$ cat src/rtl/sprite_palette_pkg.sv
// Shared types and reset contents for the sprite palette bank.
// The default palette is 12-bit RGB (4 bits per channel).
package sprite_palette_pkg;

  localparam int DEF_ENTRIES = 8;

  typedef struct packed {
    logic [3:0] r;
    logic [3:0] g;
    logic [3:0] b;
  } rgb_t;

  typedef enum logic [1:0] {
    IDLE   = 2'd0,
    WHITE  = 2'd1,
    NORMAL = 2'd2
  } flash_state_t;

  localparam rgb_t DEFAULT_PAL [DEF_ENTRIES] = '{
    12'h000, 12'h0E0, 12'h721, 12'hECA,
    12'h05E, 12'hE30, 12'h070, 12'h027
  };

  // Entries beyond the eight defaults come out of reset black.
  function automatic rgb_t default_entry(input int idx);
    logic [2:0] sel;
    sel = idx[2:0];
    return (idx < DEF_ENTRIES) ? DEFAULT_PAL[sel] : rgb_t'(12'h000);
  endfunction

endpackage

$ cat src/rtl/palette_flash_ctrl.sv
// Frame-timed hit-flash sequencer: alternates WHITE/NORMAL phases of
// FLASH_HALF frames each for a programmable number of frames.
module palette_flash_ctrl
  import sprite_palette_pkg::*;
#(
  parameter int FLASH_HALF  = 4,
  parameter int FLASH_CNT_W = 6
) (
  input  logic                   Clk,
  input  logic                   Reset,
  input  logic                   frame_tick,
  input  logic                   flash_start,
  input  logic [FLASH_CNT_W-1:0] flash_frames,
  output logic                   flash_white,
  output logic                   flash_active
);

  localparam int PHASE_W = (FLASH_HALF > 1) ? $clog2(FLASH_HALF) : 1;
  localparam logic [PHASE_W-1:0] PHASE_LAST = PHASE_W'(FLASH_HALF - 1);
  localparam logic [FLASH_CNT_W-1:0] ONE_FRAME = FLASH_CNT_W'(1);

  flash_state_t           state, state_next;
  logic [FLASH_CNT_W-1:0] frames_left, frames_left_next;
  logic [PHASE_W-1:0]     phase_cnt, phase_cnt_next;

  always_ff @(posedge Clk or posedge Reset) begin
    if (Reset) begin
      state       <= IDLE;
      frames_left <= '0;
      phase_cnt   <= '0;
    end else begin
      state       <= state_next;
      frames_left <= frames_left_next;
      phase_cnt   <= phase_cnt_next;
    end
  end

  // A valid start (non-zero duration) always wins over a same-cycle frame tick.
  always_comb begin
    state_next       = state;
    frames_left_next = frames_left;
    phase_cnt_next   = phase_cnt;
    if (flash_start && (flash_frames != '0)) begin
      state_next       = WHITE;
      frames_left_next = flash_frames;
      phase_cnt_next   = '0;
    end else if ((state != IDLE) && frame_tick) begin
      frames_left_next = frames_left - ONE_FRAME;
      if (phase_cnt == PHASE_LAST) begin
        phase_cnt_next = '0;
        state_next     = (state == WHITE) ? NORMAL : WHITE;
      end else begin
        phase_cnt_next = phase_cnt + PHASE_W'(1);
      end
      if (frames_left == ONE_FRAME) begin
        state_next     = IDLE;
        phase_cnt_next = '0;
      end
    end
  end

  assign flash_white  = (state == WHITE);
  assign flash_active = (state != IDLE);

endmodule

$ cat src/rtl/sprite_palette_bank.sv
// Multi-bank runtime-writable sprite palette with a 2-stage registered
// lookup pipeline and a frame-timed white hit-flash.
module sprite_palette_bank
  import sprite_palette_pkg::*;
#(
  parameter int INDEX_W     = 3,
  parameter int NUM_BANKS   = 4,
  parameter int COLOR_W     = 4,
  parameter int FLASH_HALF  = 4,
  parameter int FLASH_CNT_W = 6,
  // May be widened beyond the minimum so bank selects can carry unused codes.
  parameter int BANK_W      = (NUM_BANKS > 1) ? $clog2(NUM_BANKS) : 1
) (
  input  logic                   Clk,
  input  logic                   Reset,
  input  logic                   frame_tick,
  input  logic                   pix_valid_in,
  input  logic [INDEX_W-1:0]     index,
  input  logic [BANK_W-1:0]      bank_sel,
  input  logic                   wr_en,
  input  logic [BANK_W-1:0]      wr_bank,
  input  logic [INDEX_W-1:0]     wr_index,
  input  logic [3*COLOR_W-1:0]   wr_color,
  input  logic                   flash_start,
  input  logic [FLASH_CNT_W-1:0] flash_frames,
  output logic [COLOR_W-1:0]     red,
  output logic [COLOR_W-1:0]     green,
  output logic [COLOR_W-1:0]     blue,
  output logic                   pix_valid_out,
  output logic                   transparent,
  output logic                   flash_active
);

  localparam int ENTRIES    = 2 ** INDEX_W;
  localparam int PIX_W      = 3 * COLOR_W;
  localparam int BANK_IDX_W = (NUM_BANKS > 1) ? $clog2(NUM_BANKS) : 1;

  logic [PIX_W-1:0]      pal [NUM_BANKS][ENTRIES];
  logic                  rd_in_range, wr_in_range;
  logic [BANK_IDX_W-1:0] rd_bank, wr_bank_idx;
  logic                  flash_white;

  logic                  s1_valid;
  logic                  s1_transparent;
  logic [PIX_W-1:0]      s1_color;

  function automatic logic [PIX_W-1:0] default_color(input int e);
    rgb_t c;
    c = default_entry(e);
    return {COLOR_W'(c.r), COLOR_W'(c.g), COLOR_W'(c.b)};
  endfunction

  assign rd_bank     = bank_sel[BANK_IDX_W-1:0];
  assign wr_bank_idx = wr_bank[BANK_IDX_W-1:0];

  // Only build the range compare when the select can encode a missing bank.
  if ((2 ** BANK_W) > NUM_BANKS) begin : g_range_check
    assign rd_in_range = (int'(bank_sel) < NUM_BANKS);
    assign wr_in_range = (int'(wr_bank) < NUM_BANKS);
  end else begin : g_all_banks_exist
    assign rd_in_range = 1'b1;
    assign wr_in_range = 1'b1;
  end

  always_ff @(posedge Clk or posedge Reset) begin
    if (Reset) begin
      for (int b = 0; b < NUM_BANKS; b++) begin
        for (int e = 0; e < ENTRIES; e++) begin
          pal[b][e] <= default_color(e);
        end
      end
    end else if (wr_en && wr_in_range) begin
      pal[wr_bank_idx][wr_index] <= wr_color;
    end
  end

  // Stage 1 reads the pre-write array contents, so a same-cycle write is not seen.
  always_ff @(posedge Clk or posedge Reset) begin
    if (Reset) begin
      s1_valid       <= 1'b0;
      s1_transparent <= 1'b0;
      s1_color       <= '0;
    end else begin
      s1_valid       <= pix_valid_in;
      s1_transparent <= (index == '0) || !rd_in_range;
      s1_color       <= rd_in_range ? pal[rd_bank][index] : '0;
    end
  end

  always_ff @(posedge Clk or posedge Reset) begin
    if (Reset) begin
      pix_valid_out <= 1'b0;
      transparent   <= 1'b0;
      red           <= '0;
      green         <= '0;
      blue          <= '0;
    end else begin
      pix_valid_out <= s1_valid;
      if (s1_valid) begin
        transparent <= s1_transparent;
        if (flash_white && !s1_transparent) begin
          {red, green, blue} <= '1;
        end else begin
          {red, green, blue} <= s1_color;
        end
      end
    end
  end

  palette_flash_ctrl #(
    .FLASH_HALF  (FLASH_HALF),
    .FLASH_CNT_W (FLASH_CNT_W)
  ) u_flash (
    .Clk          (Clk),
    .Reset        (Reset),
    .frame_tick   (frame_tick),
    .flash_start  (flash_start),
    .flash_frames (flash_frames),
    .flash_white  (flash_white),
    .flash_active (flash_active)
  );

endmodule
$ cat config.mk
export PLATFORM = sky130hd
export DESIGN_NAME = sprite_palette_bank
export DESIGN_NICKNAME = d
export VERILOG_FILES = /design/src/rtl/sprite_palette_pkg.sv /design/src/rtl/palette_flash_ctrl.sv /design/src/rtl/sprite_palette_bank.sv
export SDC_FILE = /design/constraint.sdc
export NUM_CORES = 1
export LEC_CHECK = 0
export ABC_AREA = 1
export CORE_ASPECT_RATIO = 0.9
export CORE_MARGIN = 3
export CORE_UTILIZATION = 45
export DETAILED_ROUTE_END_ITERATION = 10
export PLACE_DENSITY = 0.58
export SLEW_MARGIN = 20
export SYNTH_ARGS = -nofsm -noshare
export SYNTH_HDL_FRONTEND = slang
export SYNTH_SLANG_ARGS = --single-unit
$ cat constraint.sdc
create_clock -name Clk -period 16.3 [get_ports Clk]
set_clock_uncertainty 0.2 [all_clocks]
set_input_delay 3.26 -clock Clk [delete_from_list [all_inputs] [get_ports Clk]]
set_output_delay 3.26 -clock Clk [all_outputs]
set_load 0.01 [all_outputs]
==> results.json, run 1 <==
{
  "tightestPinTransition_ns": 1.093,
  "drv_cap": 0,
  "post_drt_via_cell_ratio": 5.543,
  "endpoint_kind": "register",
  "cts_tree": "yes",
  "nNetsFinal": 2385,
  "synth_edf_count": 0,
  "finalSetupViolations": 0,
  "r2r_cells": 8,
  "antenna_found_initial": 1,
  "finalCritPeriodShare_pct": 36.26,
  "cts_resized": 0,
  "yosysWarningCount": 0,
  "grt_max_degree": 179,
  "drc_errors": 0,
  "synth-seq-cells": 422,
  "rsz0062_at_grt": "no",
  "cts_buffer_depth": 3,
  "cp-start-kind": "input pin",
  "gp_congestion": 0.8394,
  "hold_buffers": 0,
  "synth_nets": 2455,
  "row_count": 71,
  "maxClockFrequency_mhz": 169.2,
  "fin_util_pct": 51.05,
  "htreeDepth": 2,
  "finalHoldViolations": 0,
  "met3_length_microns": 4254,
  "yosysSeqAreaShare_pct": 55.40,
  "r2r-end": "s1_color[1]",
  "layout_common_cells": "928 x nand2_1, 332 x o21ai_0, 294 x dfrtp_1, 290 x nand3_1, 128 x dfstp_2",
  "cp_max_fo": 106,
  "path_cells": "buf_6 > inv_6 > buf_4 > nand2_1 > nand3_1 > nand3_1 > nand2_1 > nand2_1 > nand2_1 > nand2_1 > nand2_1",
  "numCtsBuffers": 45,
  "crit_top_cell": "nand2_1",
  "core-area_sq_um": 42110,
  "worstSetupEndpoint": "s1_color[8]",
  "ir_drop_mv": 0.07696,
  "worst-endpoint-arrival_ns": 6.22,
  "path_clk_slew_ns": 0.06,
  "reg2reg_slack_ns": 14.60,
  "clock_sinks": 422,
  "power_density_nw_per_um2": 137.6,
  "post_cts.repair.setup_buffers": 0,
  "grt_overflow": 0,
  "die-area_sq_um": 45530,
  "ys_types": 27,
  "routedWlPerCell_microns": 20.02,
  "drv_slew": 0,
  "cts-root-buf": "clkbuf_16",
  "final.min_clock_period_ns": 5.910,
  "syn_area_sq_um": 19350,
  "synthFlopType": "dfrtp_1",
  "timing.rr.start": "pal[325]",
  "drive_gt1_share_pct": 10.23,
  "vias": 16246,
  "ant_nets": 0,
  "cp_data_required_time_ns": 16.61,
  "finalSetupTns_ns": 0,
  "layout_commonest_cell": "nand2_1",
  "syn_area_per_cell_sq_um": 8.003,
  "synthCells": 2418,
  "critPathLaunch": "bank_sel[0]",
  "top_layer": "met5",
  "first_pass_iters": 6,
  "place_hpwl_microns": 34090,
  "first_global_vias": 15284,
  "critPathMaxStageDelay_ns": 0.93,
  "die_w_microns": 224.6,
  "first_iter_violations": 1778,
  "ios": 49,
  "wirelength_microns": 58680,
  "area_growth_syn_to_layout_pct": 11.08,
  "start_util_pct": 45.96,
  "cp_slowest_cell": "buf_4",
  "diodes": 0,
  "grt_pass1_wl_microns": 92050,
  "ys_async_sr_fraction_pct": 100.0,
  "portBuffers": 48,
  "grt_usage_pct": 26.02,
  "fillers": 4099,
  "p_leak_nw": 9.790,
  "path_class": "in -> reg",
  "die_h_microns": 202.7,
  "drt-met1-wl_microns": 28040,
  "dr_wl_met2_microns": 25020,
  "hold_class": "reg -> reg",
  "clk_latency_ns": 0.58,
  "slew_headroom_pct": 26.71,
  "status": "complete, no violations",
  "worstHoldStart": "pal[383]"
}
## synth_stat cells, types with 3 or more instances
cell | count | area, sq um
inv_1 | 76 | 285.3
o21ai_0 | 332 | 1662
nor2_1 | 77 | 289.0
clkbuf_1 | 116 | 435.4
nor2_4 | 5 | 56.30
buf_1 | 5 | 18.77
dfstp_2 | 128 | 3363
inv_2 | 3 | 11.26
nand3_1 | 290 | 1451
o21ai_1 | 3 | 15.01
nand4_1 | 3 | 18.77
nor3_4 | 3 | 48.80
buf_6 | 3 | 33.78
dfrtp_1 | 294 | 7357
buf_2 | 59 | 295.3
ha_1 | 3 | 37.54
nor3_1 | 10 | 50.05
a21oi_1 | 57 | 285.3
nand2_1 | 928 | 3483
a31oi_1 | 13 | 81.33
## cells by family (layout without fill, tap and decap cells)
| group | after synthesis | after routing | share of synthesized area (%) |
|---|---|---|---|
| buffers and inverters | 266 | 232 | 5.696 |
| flip-flops | 422 | 422 | 55.40 |
| AND/OR/NAND/NOR | 1317 | 1317 | 27.94 |
| AO/OA/AOI/OAI | 408 | 408 | 10.68 |
| XOR/XNOR | 2 | 2 | 0.09053 |
| adder cells (fa/ha/maj) | 3 | 3 | 0.1940 |
## worst min path at each step
stage                         end  slack [ns]  cells after the start
finish                   pal[383]        0.28                      2
global route             pal[323]        0.30                      2
CTS                      pal[383]        0.29                      2
detailed placement       pal[189]        0.27                      2
global placement         pal[158]        0.27                      2
floorplan           pix_valid_out        0.15                      0
## where the power goes
group	internal [mW]	switching [mW]	leakage, nW
Combinational	0.165	0.275	3.93
Clock	0.674	0.438	0.784
Sequential	1.29	0.114	5.08
Total	2.13	0.827	9.79
## final cells by class
cell class	count	area, sq um	area share, %
sequential	422	10720	49.87
clock inverter	20	292.8	1.362
timing repair buffer	68	636.9	2.963
inverter	81	317.8	1.478
clock buffer	63	1314	6.112
multi-input combinational	1730	7530	35.03
tap	547	684.4	3.184
## metal layers
| metal | vias to the layer above | track usage, % |
|---|---|---|
| met5 | - | 0 |
| met4 | 2 | 6.151 |
| li1 | 7662 | - |
| met2 | 559 | 37.80 |
| met1 | 7934 | 39.96 |
| met3 | 89 | 5.436 |
## per-stage QoR
stage / cell area (sq um) / power, mW / worst slack [ns] / instances / hold slack, ns
2_1_floorplan: 19350 / 1.707 / 1.304 / 2418 / 0.1519
3_3_place_gp: 19890 / 1.845 / 9.858 / 2848 / 0.2658
3_5_place_dp: 19890 / 1.859 / 9.836 / 2848 / 0.2728
4_1_cts: 21500 / 2.978 / 10.43 / 2931 / 0.2876
5_1_grt: 21500 / 3.116 / 10.17 / 2931 / 0.2981
6_report: 21500 / 2.958 / 10.39 / 2931 / 0.2832
## state kept, by name, summed over array words and instances, names as in the netlist
signal               cells
s1_transparent           1
pix_valid_out            1
u_flash.state            2
transparent              1
s1_color                12
green                    4
red                      4
s1_valid                 1
pal                    384
u_flash.phase_cnt        2
blue                     4
u_flash.frames_left      6
## critical path, delay by kind of cell
kind / cells / cell delay [ns]
simple gates: 8 / 0.96
buf+inv: 3 / 1.84
(Power assumes the default switching activity.)
==> run 2: changes to the inputs <==
--- a/config.mk
+++ b/config.mk
@@ -10,7 +10,7 @@
 export CORE_MARGIN = 3
 export CORE_UTILIZATION = 45
 export DETAILED_ROUTE_END_ITERATION = 10
-export PLACE_DENSITY = 0.58
+export PLACE_DENSITY = 0.6
 export SLEW_MARGIN = 20
 export SYNTH_ARGS = -nofsm -noshare
 export SYNTH_HDL_FRONTEND = slang
==> constraint.sdc (replaced) <==
create_clock -name Clk -period 5.4 [get_ports Clk]
set_clock_uncertainty 0.2 [all_clocks]
set_input_delay 1.08 -clock Clk [delete_from_list [all_inputs] [get_ports Clk]]
set_output_delay 1.08 -clock Clk [all_outputs]
set_load 0.01 [all_outputs]
==> run 2 against run 1 <==
  * Wire length fell by 3.9%
  * Register-to-register slack worse by 11 ns
  * Global-route usage fell by 0.90 points
  * Critical path depth down 6
  * Power rose to 2.9 times the previous value
  * Final cell count up 0.41%
  * Combinational power increased to 3.0 times the previous value
  * Critical path type unchanged
  * Via count down 1.0%
  * First-iteration DRC count shrank 11%
  * Worst setup slack worse by 8.5 ns
  * Count of clock-buffer cells in the layout rose by 11
  * Critical endpoint is now pal[343]
  * Cell area rose by 0.12%
==> results.json, run 2 (same netlist as run 1, synthesis figures left out) <==
{
  "status": "complete, no violations",
  "first_global_vias": 15312,
  "critPathMaxStageDelay_ns": 0.91,
  "cts_resized": 0,
  "antenna_found_initial": 0,
  "grt_overflow": 0,
  "worstSetupEndpoint": "pal[343]",
  "hold_class": "reg -> reg",
  "drv_slew": 0,
  "place_area_sq_um": 20020,
  "core-area_sq_um": 42110,
  "r2r_cells": 8,
  "largest_reg_flops": 384,
  "drive_gt1_share_pct": 10.31,
  "first_iter_violations": 1582,
  "grt_use_met1_pct": 37.90,
  "ir_drop_mv": 0.2268,
  "cp_data_required_time_ns": 5.66,
  "reg_top3": "pal (384), s1_color (12), u_flash.frames_left (6)",
  "cts_buffer_depth": 3,
  "ios": 49,
  "clk_latency_ns": 0.56,
  "diodes": 0,
  "finalCritPeriodShare_pct": 64.63,
  "post_drt_via_cell_ratio": 5.465,
  "hold_buffers": 0,
  "nNetsFinal": 2396,
  "worstSetupPathDepth": 5,
  "crit_family": "simple AND/OR/NAND/NOR gates",
  "vias": 16083,
  "numCtsBuffers": 45,
  "layout_common_cells": "928 x nand2_1, 332 x o21ai_0, 294 x dfrtp_1, 290 x nand3_1, 128 x dfstp_2",
  "portBuffers": 48,
  "start_util_pct": 45.96,
  "cp_max_fo": 24,
  "tightestPinTransition_ns": 1.175,
  "ant_nets": 0,
  "layout_commonest_cell": "nand2_1",
  "fin_util_pct": 51.11,
  "path_clk_slew_ns": 0.06,
  "worst-endpoint-arrival_ns": 3.75,
  "place_hpwl_microns": 33350,
  "rsz0062_at_grt": "no",
  "finalHoldViolations": 0,
  "die_h_microns": 202.7,
  "grt_use_met2_pct": 37.45,
  "grt_max_degree": 122,
  "p_total_mw": 8.695,
  "endpoint_kind": "register",
  "first_pass_iters": 6,
  "wirelength_microns": 56410,
  "grt_pass1_wl_microns": 90000,
  "regMostFlops": "pal",
  "gr-max-usage-layer": "met1",
  "drv_cap": 0,
  "final.min_clock_period_ns": 3.490,
  "slew_headroom_pct": 21.26,
  "clock_sinks": 422,
  "finalSetupViolations": 0,
  "maxClockFrequency_mhz": 286.5,
  "cp_slowest_cell": "nor3_2",
  "row_count": 71,
  "met3_usage_pct": 4.120,
  "post_cts.repair.setup_buffers": 0,
  "die_w_microns": 224.6,
  "cts_tree": "yes",
  "fin_area_sq_um": 21520,
  "timing.rr.start": "pal[55]",
  "cp-start-kind": "input pin",
  "routedWlPerCell_microns": 19.17,
  "critPathLaunch": "wr_en",
  "setup_ws_ns": 1.910,
  "worstHoldStart": "pal[370]",
  "die-area_sq_um": 45530,
  "drc_errors": 0,
  "area_growth_syn_to_layout_pct": 11.21,
  "worst-path-buf-inv": 2,
  "power_density_nw_per_um2": 404.0,
  "gp_congestion": 0.8386,
  "htreeDepth": 2,
  "r2r-end": "s1_color[7]",
  "p_leak_nw": 9.815,
  "path_class": "in -> reg",
  "cts-root-buf": "clkbuf_16",
  "path_cells": "clkdlybuf4s50_1 > inv_1 > nor3_2 > nand2_1 > o21ai_0",
  "place_ws_ns": 1.391,
  "grt_usage_pct": 25.13,
  "reg2reg_slack_ns": 3.79
}
run 2: how the worst min path moves through the flow:
stage / to / slack [ns] / depth (start not counted)
after floorplan: pix_valid_out / 0.15 / 0
after global placement: pal[267] / 0.27 / 2
after detailed placement: pal[204] / 0.27 / 2
after CTS: pal[222] / 0.29 / 2
after global routing: pal[277] / 0.30 / 2
final: pal[370] / 0.28 / 2
run 2: final cells by class:
cell class                 count  area (sq um)
timing repair buffer          79         769.5
sequential                   422         10720
multi-input combinational   1730          7530
clock inverter                10         106.4
clock buffer                  74          1398
inverter                      81         314.1
fill                        4031         20590
tap                          547         684.4
run 2: metrics by stage:
step / setup TNS, ns / instances / hold WS (ns)
6_report: 0 / 2943 / 0.2811
5_1_grt: 0 / 2943 / 0.3012
4_1_cts: 0 / 2943 / 0.2872
3_5_place_dp: 0 / 2859 / 0.2727
3_3_place_gp: 0 / 2859 / 0.2651
2_1_floorplan: -431.88 / 2418 / 0.1519
run 2: worst min-delay path, stage by stage (launching register included):
cell and delay (ns):
dfrtp_1 0.34, nand2_1 0.05, o21ai_0 0.06
run 2: per-layer routing:
layer | wire (microns) | vias to the layer above
met5 | 0 | -
met4 | 1500 | 0
li1 | - | 7700
met2 | 24520 | 501
met1 | 26850 | 7784
met3 | 3536 | 98
run 2: report_power, final:
group / total, mW / internal (mW) / switching (mW)
Combinational: 1.33 / 0.507 / 0.819
Clock: 3.14 / 1.86 / 1.28
Sequential: 4.23 / 3.90 / 0.329
==> run 3: changes to the inputs <==
--- a/config.mk
+++ b/config.mk
@@ -10,7 +10,7 @@
 export CORE_MARGIN = 3
 export CORE_UTILIZATION = 45
 export DETAILED_ROUTE_END_ITERATION = 10
-export PLACE_DENSITY = 0.6
+export PLACE_DENSITY = 0.58
 export SLEW_MARGIN = 20
 export SYNTH_ARGS = -nofsm -noshare
 export SYNTH_HDL_FRONTEND = slang
==> constraint.sdc (replaced) <==
create_clock -name Clk -period 3.65 [get_ports Clk]
set_clock_uncertainty 0.2 [all_clocks]
set_input_delay 0.73 -clock Clk [delete_from_list [all_inputs] [get_ports Clk]]
set_output_delay 0.73 -clock Clk [all_outputs]
set_load 0.01 [all_outputs]
==> run 3 against run 2 <==
  * Cell area is 1.1% higher
  * Non-clock buffer count is 39 higher
  * Die area stayed put
  * Flip-flop and latch count stayed put
  * Count of clock-buffer cells in the layout is 1 lower
  * Via count is 0.30% lower
  * Worst setup slack worse by 0.76 ns
  * Global-route usage is 0.067 points lower
  * First-iteration DRC count is 10% higher
  * Clock power is 37% higher
  * Critical path type unchanged
  * Largest cell class unchanged
  * Largest power group unchanged
  * Highest routed layer unchanged
==> results.json, run 3 (same netlist as run 1, synthesis figures left out) <==
{
  "p_leak_nw": 9.945,
  "diodes": 0,
  "die_w_microns": 224.6,
  "cp_data_required_time_ns": 3.92,
  "gp_congestion": 0.8350,
  "cts-root-buf": "clkbuf_16",
  "critPathLaunch": "wr_bank[1]",
  "grt_max_degree": 97,
  "finalHoldViolations": 0,
  "hold_ws_ns": 0.2824,
  "routedWlPerCell_microns": 18.93,
  "start_util_pct": 45.96,
  "fillers": 4162,
  "hold_buffers": 0,
  "area_growth_syn_to_layout_pct": 12.39,
  "reg_top3": "pal (384), s1_color (12), u_flash.frames_left (6)",
  "ir_drop_mv": 0.4302,
  "antenna_found_initial": 1,
  "worst-endpoint-arrival_ns": 2.77,
  "status": "complete, no violations",
  "clock_sinks": 422,
  "stdcell_count": 2979,
  "row_count": 71,
  "crit_family": "simple AND/OR/NAND/NOR gates",
  "crit_top_cell": "inv_2",
  "layout_common_cells": "928 x nand2_1, 332 x o21ai_0, 294 x dfrtp_1, 290 x nand3_1, 128 x dfstp_2",
  "die_h_microns": 202.7,
  "die-area_sq_um": 45530,
  "regMostFlops": "pal",
  "layout_commonest_cell": "nand2_1",
  "nNetsFinal": 2435,
  "largest_reg_flops": 384,
  "cts_resized": 0,
  "critPathMaxStageDelay_ns": 0.59,
  "grt_pass1_wl_microns": 89330,
  "final.min_clock_period_ns": 2.501,
  "fin_util_pct": 51.65,
  "cts_tree": "yes",
  "timing.rr.start": "pal[37]",
  "post_cts.repair.setup_buffers": 0,
  "worst-path-buf-inv": 3,
  "first_global_vias": 15234,
  "cp_max_fo": 24,
  "grt_overflow": 0,
  "cp_slowest_cell": "clkdlybuf4s50_1",
  "finalCritPeriodShare_pct": 68.53,
  "ant_nets": 0,
  "power_density_nw_per_um2": 576.9,
  "dp_cells": 2898,
  "vias": 16035,
  "seq_area_sq_um": 10720,
  "drv_cap": 0,
  "slew_headroom_pct": 40.85,
  "path_clk_slew_ns": 0.06,
  "path_cells": "clkdlybuf4s50_1 > inv_2 > nor3_4 > inv_2 > nor2_4 > nor2_1 > a21oi_1",
  "first_iter_violations": 1747,
  "drc_errors": 0,
  "place_hpwl_microns": 33330,
  "p_total_mw": 12.55,
  "core-area_sq_um": 42110,
  "portBuffers": 48,
  "post_drt_via_cell_ratio": 5.383,
  "numCtsBuffers": 45,
  "worstHoldStart": "pal[178]",
  "cp-start-kind": "input pin",
  "maxClockFrequency_mhz": 399.8,
  "clk_latency_ns": 0.56,
  "htreeDepth": 2,
  "rsz0062_at_grt": "no",
  "first_pass_iters": 5,
  "cts_buffer_depth": 3,
  "grt_usage_pct": 25.06,
  "tightestPinTransition_ns": 0.8862,
  "finalSetupTns_ns": 0,
  "wirelength_microns": 56400,
  "ios": 49,
  "drv_slew": 0,
  "endpoint_kind": "register",
  "hold_class": "reg -> reg",
  "multi_input_area_sq_um": 7530,
  "path_class": "in -> reg",
  "finalSetupViolations": 0,
  "drive_gt1_share_pct": 11.43
}
## run 3: cell types whose count changed in the layout (fill, tap and decap cells not counted), moves of 2 or more
cell       before  now
clkbuf_1       15   19
clkbuf_8       12    9
buf_4          27   60
clkbuf_16      47   45
bufinv_16       2    0
buf_12          5   11
## run 3: area by class of cell
cell class              instances  area share [%]
flip-flops and latches        422           49.29
multi-input cells            1730           34.62
clock buffers                  73           6.075
repair buffers                118           5.229
well taps                     547           3.147
inverters                      81           1.444
clock inverters                 8          0.1956
## run 3: per-stage QoR
step / area [sq um] / worst slack (ns)
finish: 21750 / 1.149
global route: 21750 / 0.9935
CTS: 21750 / 1.121
detailed placement: 20390 / 0.6241
global placement: 20390 / 0.7035
floorplan: 19360 / -2.869
## run 3: final timing paths
path                               end  slack (ns)  depth (start not counted)
min reg2reg                   pal[178]        0.28                          2
max in group asynchronous      pal[55]        1.95                          3
max                            pal[49]        1.15                          7
max reg2reg                s1_color[1]        2.03                          8
min in group asynchronous     pal[333]        0.40                          2
min                           pal[178]        0.28                          2
## run 3: tightest hold or removal path, stage by stage, from the launching register on
cell	delay (ns)
dfrtp_1	0.34
nand2_1	0.05
o21ai_0	0.06
## run 3: layer usage
layer / routed length (microns) / track usage [%] / vias up
li1: - / - / 7769
met3: 3975 / 4.829 / 90
met5: 0 / 0 / -
met4: 1505 / 6.605 / 0
met2: 24270 / 37.33 / 436
met1: 26650 / 37.66 / 7740
## run 3: where the power goes
part / internal (mW) / switching [mW] / total [mW]
sequential: 5.77 / 0.467 / 6.24
clock: 2.46 / 1.84 / 4.31
combinational: 0.775 / 1.23 / 2.00
total: 9.01 / 3.54 / 12.5
